--- src/rtl/vector_mem_seq.sv ---
// Vector load/store sequencer: moves 16 x 16-bit lanes between memory and a vector register.
// Optional VMEM_STRIDE_EN adds a per-command word stride; default build is stride 1.
module vector_mem_seq #(
  parameter int WORDS = 16
) (
  input  logic                  clk,
  input  logic                  rst,
  input  logic                  start,
  input  logic                  op,
  input  logic [15:0]           base_addr,
  input  logic [16*WORDS-1:0]   vec_in,
`ifdef VMEM_STRIDE_EN
  input  logic [15:0]           stride,
`endif
  input  logic                  mem_ready,
  input  logic [15:0]           mem_rdata,
  output logic [16*WORDS-1:0]   vec_out,
  output logic                  busy,
  output logic                  done,
  output logic [15:0]           mem_addr,
  output logic                  mem_re,
  output logic                  mem_we,
  output logic [15:0]           mem_wdata
);

  localparam int IW = $clog2(WORDS);
  localparam logic [IW-1:0] LAST = IW'(WORDS - 1);

  typedef enum logic [2:0] {
    S_IDLE,
    S_LOAD,
    S_DRAIN,
    S_STORE,
    S_DONE
  } state_t;

  state_t state_q, state_d;

  logic [IW-1:0]              idx_q;
  logic [IW-1:0]              rdx_q;
  logic                       rd_pend_q;
  logic [15:0]                base_q;
  logic [WORDS-1:0][15:0]     vec_q;
  logic [WORDS-1:0][15:0]     vout_q;
  logic [15:0]                offs;
  logic                       accept;
  logic                       take;

  assign take   = (state_q == S_IDLE) && start;
  assign accept = (mem_re | mem_we) & mem_ready;

`ifdef VMEM_STRIDE_EN
  logic [15:0] stride_q;

  // Stride is captured with the command so it stays fixed for all lanes.
  always_ff @(posedge clk) begin
    if (rst)
      stride_q <= 16'd1;
    else if (take)
      stride_q <= stride;
  end

  assign offs = stride_q * 16'(idx_q);
`else
  assign offs = 16'(idx_q);
`endif

  // Next-state and request decode.
  always_comb begin
    state_d = state_q;
    busy    = 1'b1;
    done    = 1'b0;
    mem_re  = 1'b0;
    mem_we  = 1'b0;
    unique case (state_q)
      S_IDLE: begin
        busy = 1'b0;
        if (start)
          state_d = op ? S_STORE : S_LOAD;
      end
      S_LOAD: begin
        mem_re = 1'b1;
        if (mem_ready && idx_q == LAST)
          state_d = S_DRAIN;
      end
      S_DRAIN: begin
        if (rd_pend_q && rdx_q == LAST)
          state_d = S_DONE;
      end
      S_STORE: begin
        mem_we = 1'b1;
        if (mem_ready && idx_q == LAST)
          state_d = S_DONE;
      end
      S_DONE: begin
        done    = 1'b1;
        state_d = S_IDLE;
      end
      default: state_d = S_IDLE;
    endcase
  end

  // Address and write data only driven while a request is up.
  assign mem_addr  = (mem_re | mem_we) ? base_q + offs : 16'd0;
  assign mem_wdata = mem_we ? vec_q[idx_q] : 16'd0;
  assign vec_out   = vout_q;

  // State register.
  always_ff @(posedge clk) begin
    if (rst)
      state_q <= S_IDLE;
    else
      state_q <= state_d;
  end

  // Command latch: base and store source are frozen for the whole command.
  always_ff @(posedge clk) begin
    if (rst) begin
      base_q <= 16'd0;
      vec_q  <= '0;
    end else if (take) begin
      base_q <= base_addr;
      vec_q  <= vec_in;
    end
  end

  // Issue counter advances only on an accepted request.
  always_ff @(posedge clk) begin
    if (rst)
      idx_q <= '0;
    else if (state_q == S_IDLE)
      idx_q <= '0;
    else if (accept)
      idx_q <= idx_q + 1'b1;
  end

  // Read data is due the cycle after acceptance; reset drops it.
  always_ff @(posedge clk) begin
    if (rst)
      rd_pend_q <= 1'b0;
    else
      rd_pend_q <= mem_re & mem_ready;
  end

  // Returns land in issue order, so a second counter picks the lane.
  always_ff @(posedge clk) begin
    if (rst) begin
      rdx_q  <= '0;
      vout_q <= '0;
    end else if (state_q == S_IDLE) begin
      rdx_q <= '0;
    end else if (rd_pend_q &&
                 (state_q == S_LOAD || state_q == S_DRAIN)) begin
      vout_q[rdx_q] <= mem_rdata;
      rdx_q         <= rdx_q + 1'b1;
    end
  end

endmodule
--- config.mk ---
export PLATFORM = sky130hd
export DESIGN_NAME = vector_mem_seq
export DESIGN_NICKNAME = d
export VERILOG_FILES = /design/src/rtl/vector_mem_seq.sv
export SDC_FILE = /design/constraint.sdc
export NUM_CORES = 1
export LEC_CHECK = 0
export CAP_MARGIN = 40
export CORE_AREA = 2 2 228 230
export DETAILED_ROUTE_END_ITERATION = 10
export DIE_AREA = 0 0 230 232
export PLACE_DENSITY = 0.73
export SYNTH_ARGS = -nofsm -noshare
export SYNTH_HDL_FRONTEND = slang
export SYNTH_SLANG_ARGS = --single-unit
--- constraint.sdc ---
create_clock -name clk -period 2.9 [get_ports clk]
set_clock_uncertainty 0.2 [all_clocks]
set_input_delay 0.58 -clock clk [delete_from_list [all_inputs] [get_ports clk]]
set_output_delay 0.58 -clock clk [all_outputs]
set_load 0.01 [all_outputs]
# --- Yosys cells after proc, flatten, opt, wreduce, memory -nomap -nowiden ---
# Cells that the tools add are included.
classes:
  addsub: 3
  mul: 0
  div: 0
  magnitude_cmp: 3
  eq_ne: 10
  n_shift: 0
  muxes: 17
  n_bitwise: 4
  reduce_logical: 10
op_table:
  columns: ["operator", "count"]
  rows:
  - ["$bwmux W256", 1]
  - ["$bmux W16 S4", 1]
  - ["$demux W16 S4", 1]
  - ["$mux W16", 4]
  - ["$add A16 B4 Y16", 1]
  - ["$mux W3", 4]
  - ["$pmux W3 S4", 1]
  - ["$lt A4 B5 Y1 const B", 2]
  - ["$add A4 B1 Y4 const B", 2]
  - ["$eq A4 B4 Y1 const B", 2]
  - ["$ne A2 B2 Y1 const B", 4]
  - ["$eq A3 B2 Y1 const B", 2]
  - ["$logic_and A1 B1 Y1", 5]
  - ["$ge A4 B1 Y1 const B", 1]
  - ["$mux W1", 4]
  - ["$reduce_and A4 Y1", 1]
  - ["$eq A3 B1 Y1 const B", 1]
  - ["$eq A3 B3 Y1 const B", 1]
  - ["$logic_not A3 Y1", 1]
  - ["$and A1 B1 Y1", 2]
  - ["$mux W2", 1]
  - ["$reduce_and A2 Y1", 1]
  - ["$reduce_or A2 Y1", 1]
  - ["$logic_or A1 B1 Y1", 1]
  - ["2 further kinds", 2]
totals:
  register_bits: 540
  latch_bits: 0
  ram_bits: 0
  mem_bits_ro: 0
  word_cells: 84
  n_memories: 0

# --- Logic depth before layout (Yosys ltp) ---
# Gate-level depths: netlist of the first run.
logic_depth:
  depth_word: 5
  ltp_mapped: 9

# --- Worst setup path after synthesis of the first run ---
# Ideal clock, no wire load.
synth_path:
  kind: "reg-to-output"
  from: "register idx_q[3]"
  to: "output mem_addr[15]"
  arrival_ps: 2004
  required_time_ps: 2120
  setup_slack_ps: 116
  stages_incl_launch_ff: 7
  n_path_buf: 0
  cell_sequence: "dfxtp_1 -> ha_1 -> o21ai_0 -> o21ai_0 -> or4b_2 -> xor2_1 -> nor2_1"
synth_via:
  elab_chain_cells: 2
synth_rtl:
  columns: ["element", "line_no", "source"]
  rows:
  - ["start: declaration", "39", "logic [IW-1:0] idx_q;"]
  - ["start signal: assignment", "134", "idx_q <= idx_q + 1'b1;"]
  - ["$add A16 B4 Y16", "104", "assign mem_addr = (mem_re | mem_we) ? base_q + offs : 16'd0;"]
  - ["$mux W16", "104", null]
  - ["end: declaration", "20", "output logic [15:0] mem_addr,"]
# No other way between the ends.

# --- Worst setup path in the final report of the first run ---
layout_path:
  from: "register idx_q[0]"
  to: "output mem_wdata[1]"
layout_via:
  elab_chain_cells: 3
layout_rtl:
  columns: ["element", "line_no", "source"]
  rows:
  - ["$bmux W16 S4", "105", "assign mem_wdata = mem_we ? vec_q[idx_q] : 16'd0;"]
  - ["$mux W16 (not written as such)", "105", null]
  - ["$mux W16", "105", null]
  - ["end: declaration", "23", "output logic [15:0] mem_wdata"]
# No other way between the ends. The select of a mux whose other input is x is not followed.

==> flow_results.xml, run 1 <==
<?xml version="1.0" encoding="UTF-8"?>
<metrics>
  <group name="final_layout">
    <metric name="fillerInstances" unit="">4280</metric>
    <metric name="final_cell_count_no_fill" unit="">3933</metric>
    <metric name="layout-area-overhead-vs-synth" unit="%">45.79</metric>
    <metric name="multi_input_area" unit="sq um">9981</metric>
    <metric name="drive_above_1_share" unit="">0.1228</metric>
    <metric name="seq_area" unit="sq um">10830</metric>
    <metric name="nets" unit="">3509</metric>
  </group>
  <group name="route">
    <metric name="drt_drc_violations_left" unit="">0</metric>
    <metric name="drt_wl_total" unit="um">84430</metric>
    <metric name="wire_per_inst" unit="um">21.47</metric>
    <metric name="num_vias" unit="">21280</metric>
    <metric name="drt.antenna.violating_nets" unit="">0</metric>
    <metric name="initialDrtViolationCount" unit="">1767</metric>
    <metric name="via_per_inst" unit="">5.410</metric>
    <metric name="drt_first_pass_iters" unit="">5</metric>
  </group>
  <group name="power">
    <metric name="cellPowerDensity" unit="nW/um^2">593.8</metric>
    <metric name="leak_pwr" unit="uW">0.01141</metric>
    <metric name="worst_ir_drop_vdd" unit="mV">0.4540</metric>
  </group>
  <group name="placement">
    <metric name="dpl.hpwl" unit="um">60950</metric>
    <metric name="placedCellCount" unit="">3789</metric>
    <metric name="io_buffers" unit="">584</metric>
    <metric name="gp_congestion" unit="">0.9672</metric>
  </group>
  <group name="die">
    <metric name="die_width" unit="um">230</metric>
    <metric name="num_rows" unit="">83</metric>
    <metric name="pin_count" unit="">585</metric>
    <metric name="floorplan.initialDensity" unit="">0.4214</metric>
    <metric name="die_height" unit="um">232</metric>
    <metric name="placeable_area" unit="sq um">50890</metric>
    <metric name="die-area" unit="sq um">53360</metric>
  </group>
  <group name="timing">
    <metric name="period_share" unit="">1.135</metric>
    <metric name="tightest_slew" unit="ns">0.7072</metric>
    <metric name="timing.final.setup_violations" unit="">28</metric>
    <metric name="maxSlewViolCount" unit="">0</metric>
    <metric name="grt_setup_unrepaired" unit="">true</metric>
    <metric name="clock.fmax" unit="MHz">303.8</metric>
    <metric name="period_needed" unit="ns">3.292</metric>
    <metric name="totalNegativeSetupSlack" unit="ns">-7.422</metric>
    <metric name="worst_setup_margin" unit="ns">-0.3917</metric>
    <metric name="hold_viol" unit="">0</metric>
    <metric name="timing.slew.headroom" unit="">0.5272</metric>
  </group>
  <group name="clock_tree">
    <metric name="cts_root_buf" unit="">sky130_fd_sc_hd__clkbuf_16</metric>
    <metric name="ctsLongestPathBuffers" unit="">3</metric>
    <metric name="cts_made_buffers" unit="">53</metric>
    <metric name="cts_tree" unit="">done</metric>
    <metric name="clkLatencyLatePin" unit="ns">0.61</metric>
    <metric name="clkSlewWorstSetupHoldPaths" unit="ns">0.06</metric>
    <metric name="clock_tree.htree_level_count" unit="">2</metric>
    <metric name="post_cts_hold_buffer_count" unit="">0</metric>
    <metric name="clock_sinks" unit="">540</metric>
  </group>
  <group name="logic_synthesis">
    <metric name="synth_largest_type_area_fraction" unit="">0.5042</metric>
    <metric name="syn_avg_cell_area" unit="sq um">8.165</metric>
    <metric name="cell_with_the_most_instances_after_synthesis" unit="">sky130_fd_sc_hd__nand2_1</metric>
    <metric name="synth_cell_type_count" unit="">47</metric>
    <metric name="number_of_enable_flip_flop_cells_after_synthesis" unit="">0</metric>
    <metric name="yosysWarningCount" unit="">0</metric>
    <metric name="postSynth.topFlopCell" unit="">sky130_fd_sc_hd__dfxtp_1</metric>
    <metric name="ys_ff_latch" unit="">540</metric>
    <metric name="yosys_top_cell_by_area" unit="">sky130_fd_sc_hd__dfxtp_1</metric>
    <metric name="syn-instance-count" unit="">2626</metric>
    <metric name="synthesis.area" unit="sq um">21440</metric>
    <metric name="synth_seq_area_share" unit="">0.5042</metric>
    <metric name="post_synth_main_area_contributors" unit="">sky130_fd_sc_hd__dfxtp_1, sky130_fd_sc_hd__nand2_1, sky130_fd_sc_hd__a21oi_1, sky130_fd_sc_hd__mux4_2, sky130_fd_sc_hd__mux2i_1</metric>
    <metric name="synth_common_cells" unit="">sky130_fd_sc_hd__nand2_1, sky130_fd_sc_hd__dfxtp_1, sky130_fd_sc_hd__a21oi_1</metric>
    <metric name="ys_async_sr_fraction" unit="">0</metric>
    <metric name="synthesis.nets" unit="">2929</metric>
  </group>
  <group name="global_route">
    <metric name="grt_pass1_wl" unit="um">123100</metric>
    <metric name="number_of_antenna_violations_at_the_first_check_in_global_routing" unit="">6</metric>
    <metric name="grt_use_total" unit="">0.3033</metric>
    <metric name="globalRoute.totalOverflow" unit="">0</metric>
    <metric name="number_of_global_route_vias_before_repair" unit="">20350</metric>
    <metric name="grt_max_degree" unit="">108</metric>
  </group>
  <group name="setup_path">
    <metric name="cp_arrival" unit="ns">2.51</metric>
    <metric name="worst_setup_path_start_kind" unit="">flip-flop</metric>
    <metric name="highest_net_fanout_along_the_worst_path" unit="">5</metric>
    <metric name="timing.critical_path.required" unit="ns">2.12</metric>
    <metric name="end_kind" unit="">output pin</metric>
    <metric name="worst-setup-path-type" unit="">flip-flop to output pin</metric>
  </group>
  <group name="min_path">
    <metric name="worst_hold_path_type" unit="">primary input to flip-flop</metric>
  </group>
  <group name="run_status">
    <metric name="run_status" unit="">finished, violations left</metric>
    <metric name="violations_in_the_final_reports" unit="">setup timing</metric>
  </group>
  <group name="flow_run">
    <metric name="maxCapViolCount" unit="">0</metric>
  </group>
</metrics>
-- flip-flops by register name, summed over array words and instances (netlist names) --
signal,count
vec_out,256
vec_q,256
base_q,16
idx_q,4
rdx_q,4
state_q,3
rd_pend_q,1
-- power breakdown --
part / total [uW] / internal [uW] / switching (uW)
combinational: 2760 / 1230 / 1530
clock: 7640 / 4590 / 3050
sequential: 8160 / 7840 / 321
-- per-layer routing --
layer | vias to the layer above | global-route usage | routed length [um] | part of all wire
met2 | 1121 | 0.5044 | 39710 | 0.47
li1 | 9853 | - | - | -
met4 | 0 | 0.1768 | 5448 | 0.065
met1 | 10060 | 0.3701 | 32300 | 0.38
met5 | - | 0 | 0 | 0
met3 | 245 | 0.05317 | 6979 | 0.083
-- critical path: stages (launching register included) --
cell                       delay (ns)
sky130_fd_sc_hd__dfxtp_4         0.39
sky130_fd_sc_hd__buf_12          0.15
sky130_fd_sc_hd__buf_8           0.13
sky130_fd_sc_hd__buf_16          0.13
sky130_fd_sc_hd__mux4_2          0.49
sky130_fd_sc_hd__a32oi_1         0.17
sky130_fd_sc_hd__o211ai_1        0.21
sky130_fd_sc_hd__buf_2           0.22
-- area by class of cell --
cell class / instances / share of cell area
Sequential cell: 540 / 0.3463
Multi-Input combinational cell: 1862 / 0.3193
Timing Repair Buffer: 739 / 0.2434
Clock buffer: 72 / 0.04891
Tap cell: 680 / 0.02722
Clock inverter: 26 / 0.01337
Inverter: 10 / 0.001201
Antenna cell: 4 / 0.0003202
-- cell usage in the layout, fill, tap and decap left out, types with 4 or more instances in the layout --
| master | count |
|---|---|
| sky130_fd_sc_hd__clkinv_2 | 9 |
| sky130_fd_sc_hd__buf_2 | 27 |
| sky130_fd_sc_hd__xor2_1 | 7 |
| sky130_fd_sc_hd__a211oi_2 | 4 |
| sky130_fd_sc_hd__inv_1 | 8 |
| sky130_fd_sc_hd__a21oi_1 | 485 |
| sky130_fd_sc_hd__a32oi_1 | 13 |
| sky130_fd_sc_hd__buf_4 | 95 |
| sky130_fd_sc_hd__buf_16 | 13 |
| sky130_fd_sc_hd__nand2_1 | 1006 |
| sky130_fd_sc_hd__clkbuf_8 | 11 |
| sky130_fd_sc_hd__buf_8 | 7 |
| sky130_fd_sc_hd__buf_6 | 13 |
| sky130_fd_sc_hd__nand3_1 | 18 |
| sky130_fd_sc_hd__xnor2_1 | 9 |
| sky130_fd_sc_hd__nor2_1 | 71 |
| sky130_fd_sc_hd__ha_4 | 4 |
| sky130_fd_sc_hd__mux2i_2 | 4 |
| sky130_fd_sc_hd__nand4_1 | 20 |
| sky130_fd_sc_hd__dfxtp_1 | 534 |
| sky130_fd_sc_hd__buf_12 | 28 |
| sky130_fd_sc_hd__mux2i_4 | 6 |
| sky130_fd_sc_hd__diode_2 | 4 |
| sky130_fd_sc_hd__o211ai_1 | 15 |
| sky130_fd_sc_hd__bufinv_16 | 10 |
| sky130_fd_sc_hd__and3_1 | 14 |
| sky130_fd_sc_hd__mux4_2 | 49 |
| sky130_fd_sc_hd__clkdlybuf4s50_1 | 551 |
| sky130_fd_sc_hd__mux2i_1 | 69 |
| sky130_fd_sc_hd__nand2_2 | 12 |
| sky130_fd_sc_hd__clkbuf_1 | 7 |
| sky130_fd_sc_hd__nor3b_2 | 4 |
| sky130_fd_sc_hd__ha_1 | 5 |
| sky130_fd_sc_hd__clkbuf_16 | 56 |
-- timing repair --
item                       in CTS  in global routing
buffers inserted               30                  4
setup endpoints to repair      33                 31
gates resized for setup       209                 37
pin swaps                      54                 38
gates cloned                   13                  2
-- metrics by stage --
step	hold WS [ns]	total power (uW)	instance area (sq um)	utilization	setup slack, ns
6_report	0.2144	18560	31260	0.6143	-0.3917
5_1_grt	0.2457	19150	31260	0.6143	-0.4970
4_1_cts	0.2169	18550	31150	0.6121	-0.4247
3_5_place_dp	0.2453	10850	28380	0.5578	-0.3479
3_3_place_gp	0.2407	10820	28380	0.5578	-0.3119
2_1_floorplan	0.2331	9521	21440	-	0.1158
-- worst paths after layout --
kind / startpoint / endpoint / slack (ns) / cells past startpoint
max: idx_q[0] / mem_wdata[1] / -0.39 / 7
min: rst / vec_out[249] / 0.21 / 2
min reg2reg: vec_out[49] / vec_out[49] / 0.25 / 2
max reg2reg: state_q[1] / vec_out[167] / 0.33 / 7
-- kinds of logic (layout without fill, tap and decap cells) --
kind of cell | count (synthesis) | after routing | share of synthesized area
simple gates | 1175 | 1175 | 0.2179
flops | 540 | 540 | 0.5042
compound gates | 530 | 530 | 0.1292
buf+inv | 224 | 847 | 0.04633
mux | 129 | 129 | 0.08887
xor+xnor | 18 | 18 | 0.007352
fa+ha+maj | 10 | 10 | 0.006186
other cells | 0 | 4 | 0
No activity file was read; power rests on OpenSTA's default activity.
==> run 2: changes to the inputs <==
- CAP_MARGIN: 40 -> unset
- HOLD_SLACK_MARGIN: unset -> 0.15
- SKIP_CTS_REPAIR_TIMING: unset -> 1
==> run 2 against run 1 <==
  * The flow still finishes with violations (setup timing)
  * Critical path depth is 2 higher
  * Clock power about the same
  * Utilization down 0.17 points
  * Maximum frequency barely moved
  * Critical path type unchanged
  * Via count is essentially flat
  * Register-to-register slack got worse by 0.05 ns
  * Combinational power about the same
  * Cell count is 0.10% higher
  * Sequential power about the same
  * Die area did not move
  * Highest routed layer unchanged
  * First-iteration DRC count down 1.0%
  * Largest power group unchanged
==> flow_results.xml, run 2 (same netlist as run 1, synthesis figures left out) <==
<?xml version="1.0" encoding="UTF-8"?>
<metrics>
  <group name="flow_run">
    <metric name="maxCapViolCount" unit="">0</metric>
  </group>
  <group name="power">
    <metric name="power.internal" unit="uW">13650</metric>
    <metric name="switching_share" unit="">0.2635</metric>
    <metric name="share_seq_of_total_power" unit="">0.440</metric>
    <metric name="clock_power_share" unit="">0.412</metric>
    <metric name="cellPowerDensity" unit="nW/um^2">594.3</metric>
    <metric name="share_comb_of_total_power" unit="">0.147</metric>
    <metric name="worst_ir_drop_vdd" unit="mV">0.4403</metric>
    <metric name="total_switching_power" unit="uW">4881</metric>
    <metric name="leak_pwr" unit="uW">0.01151</metric>
  </group>
  <group name="global_route">
    <metric name="grt_max_degree" unit="">108</metric>
    <metric name="globalRoute.totalOverflow" unit="">0</metric>
    <metric name="number_of_global_route_vias_before_repair" unit="">19850</metric>
    <metric name="grt_pass1_wl" unit="um">118700</metric>
    <metric name="grt_use_total" unit="">0.2913</metric>
    <metric name="number_of_antenna_violations_at_the_first_check_in_global_routing" unit="">4</metric>
  </group>
  <group name="setup_path">
    <metric name="worst_setup_path_start_kind" unit="">flip-flop</metric>
    <metric name="highest_net_fanout_along_the_worst_path" unit="">6</metric>
    <metric name="timing.critical_path.required" unit="ns">2.12</metric>
    <metric name="worst-setup-path-type" unit="">flip-flop to output pin</metric>
    <metric name="end_kind" unit="">output pin</metric>
    <metric name="cp_arrival" unit="ns">2.51</metric>
  </group>
  <group name="final_layout">
    <metric name="drive_above_1_share" unit="">0.1180</metric>
    <metric name="nets" unit="">3514</metric>
    <metric name="final_cell_mix" unit="">sky130_fd_sc_hd__nand2_1, sky130_fd_sc_hd__clkdlybuf4s50_1, sky130_fd_sc_hd__dfxtp_1</metric>
    <metric name="final_cell_count_no_fill" unit="">3937</metric>
    <metric name="layout_commonest_cell" unit="">sky130_fd_sc_hd__nand2_1</metric>
    <metric name="layout-area-overhead-vs-synth" unit="%">45.39</metric>
  </group>
  <group name="timing">
    <metric name="clock.fmax" unit="MHz">303.7</metric>
    <metric name="worst_setup_margin" unit="ns">-0.3925</metric>
    <metric name="grt_setup_unrepaired" unit="">true</metric>
    <metric name="timing.slew.headroom" unit="">0.5213</metric>
    <metric name="fin_hold_ws" unit="ns">0.2104</metric>
    <metric name="maxSlewViolCount" unit="">0</metric>
    <metric name="timing.final.setup_violations" unit="">28</metric>
    <metric name="tightest_slew" unit="ns">0.7160</metric>
    <metric name="period_share" unit="">1.135</metric>
    <metric name="period_needed" unit="ns">3.293</metric>
    <metric name="totalNegativeSetupSlack" unit="ns">-7.776</metric>
    <metric name="hold_viol" unit="">0</metric>
  </group>
  <group name="clock_tree">
    <metric name="clock_sinks" unit="">540</metric>
    <metric name="clkSlewWorstSetupHoldPaths" unit="ns">0.06</metric>
    <metric name="cts_root_buf" unit="">sky130_fd_sc_hd__clkbuf_16</metric>
    <metric name="cts_tree" unit="">done</metric>
    <metric name="cts_made_buffers" unit="">53</metric>
    <metric name="ctsLongestPathBuffers" unit="">3</metric>
    <metric name="clkLatencyLatePin" unit="ns">0.61</metric>
    <metric name="clock_tree.htree_level_count" unit="">2</metric>
  </group>
  <group name="min_path">
    <metric name="worst_hold_path_type" unit="">primary input to flip-flop</metric>
  </group>
  <group name="die">
    <metric name="die_height" unit="um">232</metric>
    <metric name="floorplan.initialDensity" unit="">0.4214</metric>
    <metric name="die_width" unit="um">230</metric>
    <metric name="die-area" unit="sq um">53360</metric>
    <metric name="placeable_area" unit="sq um">50890</metric>
    <metric name="pin_count" unit="">585</metric>
    <metric name="num_rows" unit="">83</metric>
  </group>
  <group name="run_status">
    <metric name="run_status" unit="">finished, violations left</metric>
    <metric name="violations_in_the_final_reports" unit="">setup timing</metric>
  </group>
  <group name="placement">
    <metric name="placedCellCount" unit="">3789</metric>
    <metric name="io_buffers" unit="">584</metric>
    <metric name="gp_congestion" unit="">0.9672</metric>
    <metric name="dpl.hpwl" unit="um">60950</metric>
  </group>
  <group name="route">
    <metric name="drt.antenna.violating_nets" unit="">0</metric>
    <metric name="wire_per_inst" unit="um">21.31</metric>
    <metric name="initialDrtViolationCount" unit="">1749</metric>
    <metric name="drt_first_pass_iters" unit="">5</metric>
    <metric name="via_per_inst" unit="">5.410</metric>
    <metric name="num_vias" unit="">21300</metric>
    <metric name="drt_wl_total" unit="um">83880</metric>
    <metric name="drt_drc_violations_left" unit="">0</metric>
  </group>
</metrics>
## run 2: cell count changes in the layout (fill, tap and decap cells not counted), sizes merged
cell | before | now
diode | 4 | 3
clkdlybuf4s15 | 1 | 0
clkdlybuf4s50 | 551 | 550
dlygate4sd2 | 1 | 0
clkbuf | 75 | 93
buf | 183 | 165
dlymetal6s2s | 0 | 8
## run 2: path summary, 6_finish.rpt
check	from	endpoint	slack (ns)	depth (start not counted)
setup / recovery	idx_q[0]	mem_addr[10]	-0.39	9
hold / removal	rst	vec_out[249]	0.21	2
setup reg to reg	state_q[2]	vec_out[167]	0.28	8
hold reg to reg	vec_out[49]	vec_out[49]	0.25	2
## run 2: final cells by class
type / instances / area (sq um)
Multi-Input combinational cell: 1862 / 9928
Timing Repair Buffer: 744 / 7582
Sequential cell: 540 / 10820
Antenna cell: 3 / 7.507
Tap cell: 680 / 850.8
Inverter: 10 / 37.54
Clock buffer: 72 / 1529
Fill cell: 4307 / 19710
Clock inverter: 26 / 417.9
## run 2: through the flow
step                utilization  total power (uW)  setup slack (ns)  cell area, sq um
finish                   0.6126             18530           -0.3925             31170
global route             0.6126             19100           -0.5023             31170
CTS                      0.5961             18410            -1.002             30330
detailed placement       0.5578             10850           -0.3479             28380
global placement         0.5578             10820           -0.3119             28380
floorplan                     -              9521            0.1158             21440
## run 2: layer usage
layer | vias to the layer above | share of wire | track usage
met2 | 1134 | 0.47 | 0.4932
met3 | 238 | 0.081 | 0.04482
met5 | - | 0 | 0
met4 | 0 | 0.060 | 0.1589
met1 | 10070 | 0.39 | 0.3564
li1 | 9861 | - | -
## run 2: worst max-delay path, cell delays in order (launching register included)
cell and delay [ns]:
sky130_fd_sc_hd__dfxtp_4 0.37, sky130_fd_sc_hd__ha_4 0.14, sky130_fd_sc_hd__inv_2 0.04, sky130_fd_sc_hd__fa_2 0.42, sky130_fd_sc_hd__nor2b_4 0.16, sky130_fd_sc_hd__o21ai_4 0.11
sky130_fd_sc_hd__a211oi_2 0.22, sky130_fd_sc_hd__xnor2_1 0.10, sky130_fd_sc_hd__nor2_1 0.18, sky130_fd_sc_hd__buf_2 0.17
## run 2: power groups by stage
stage | Clock, uW | Sequential [uW] | Combinational (uW)
2_1_floorplan | 0 | 8150 | 1370
3_3_place_gp | 0 | 8290 | 2530
3_5_place_dp | 0 | 8290 | 2560
4_1_cts | 7700 | 8130 | 2570
5_1_grt | 8000 | 8180 | 2920
6_report | 7640 | 8160 | 2730
==> run 3: changes to the inputs <==
- CTS_CLUSTER_DIAMETER: unset -> 100
==> results of run 3 <==
The final DEF is identical to that of run 2; final timing and power are the same.
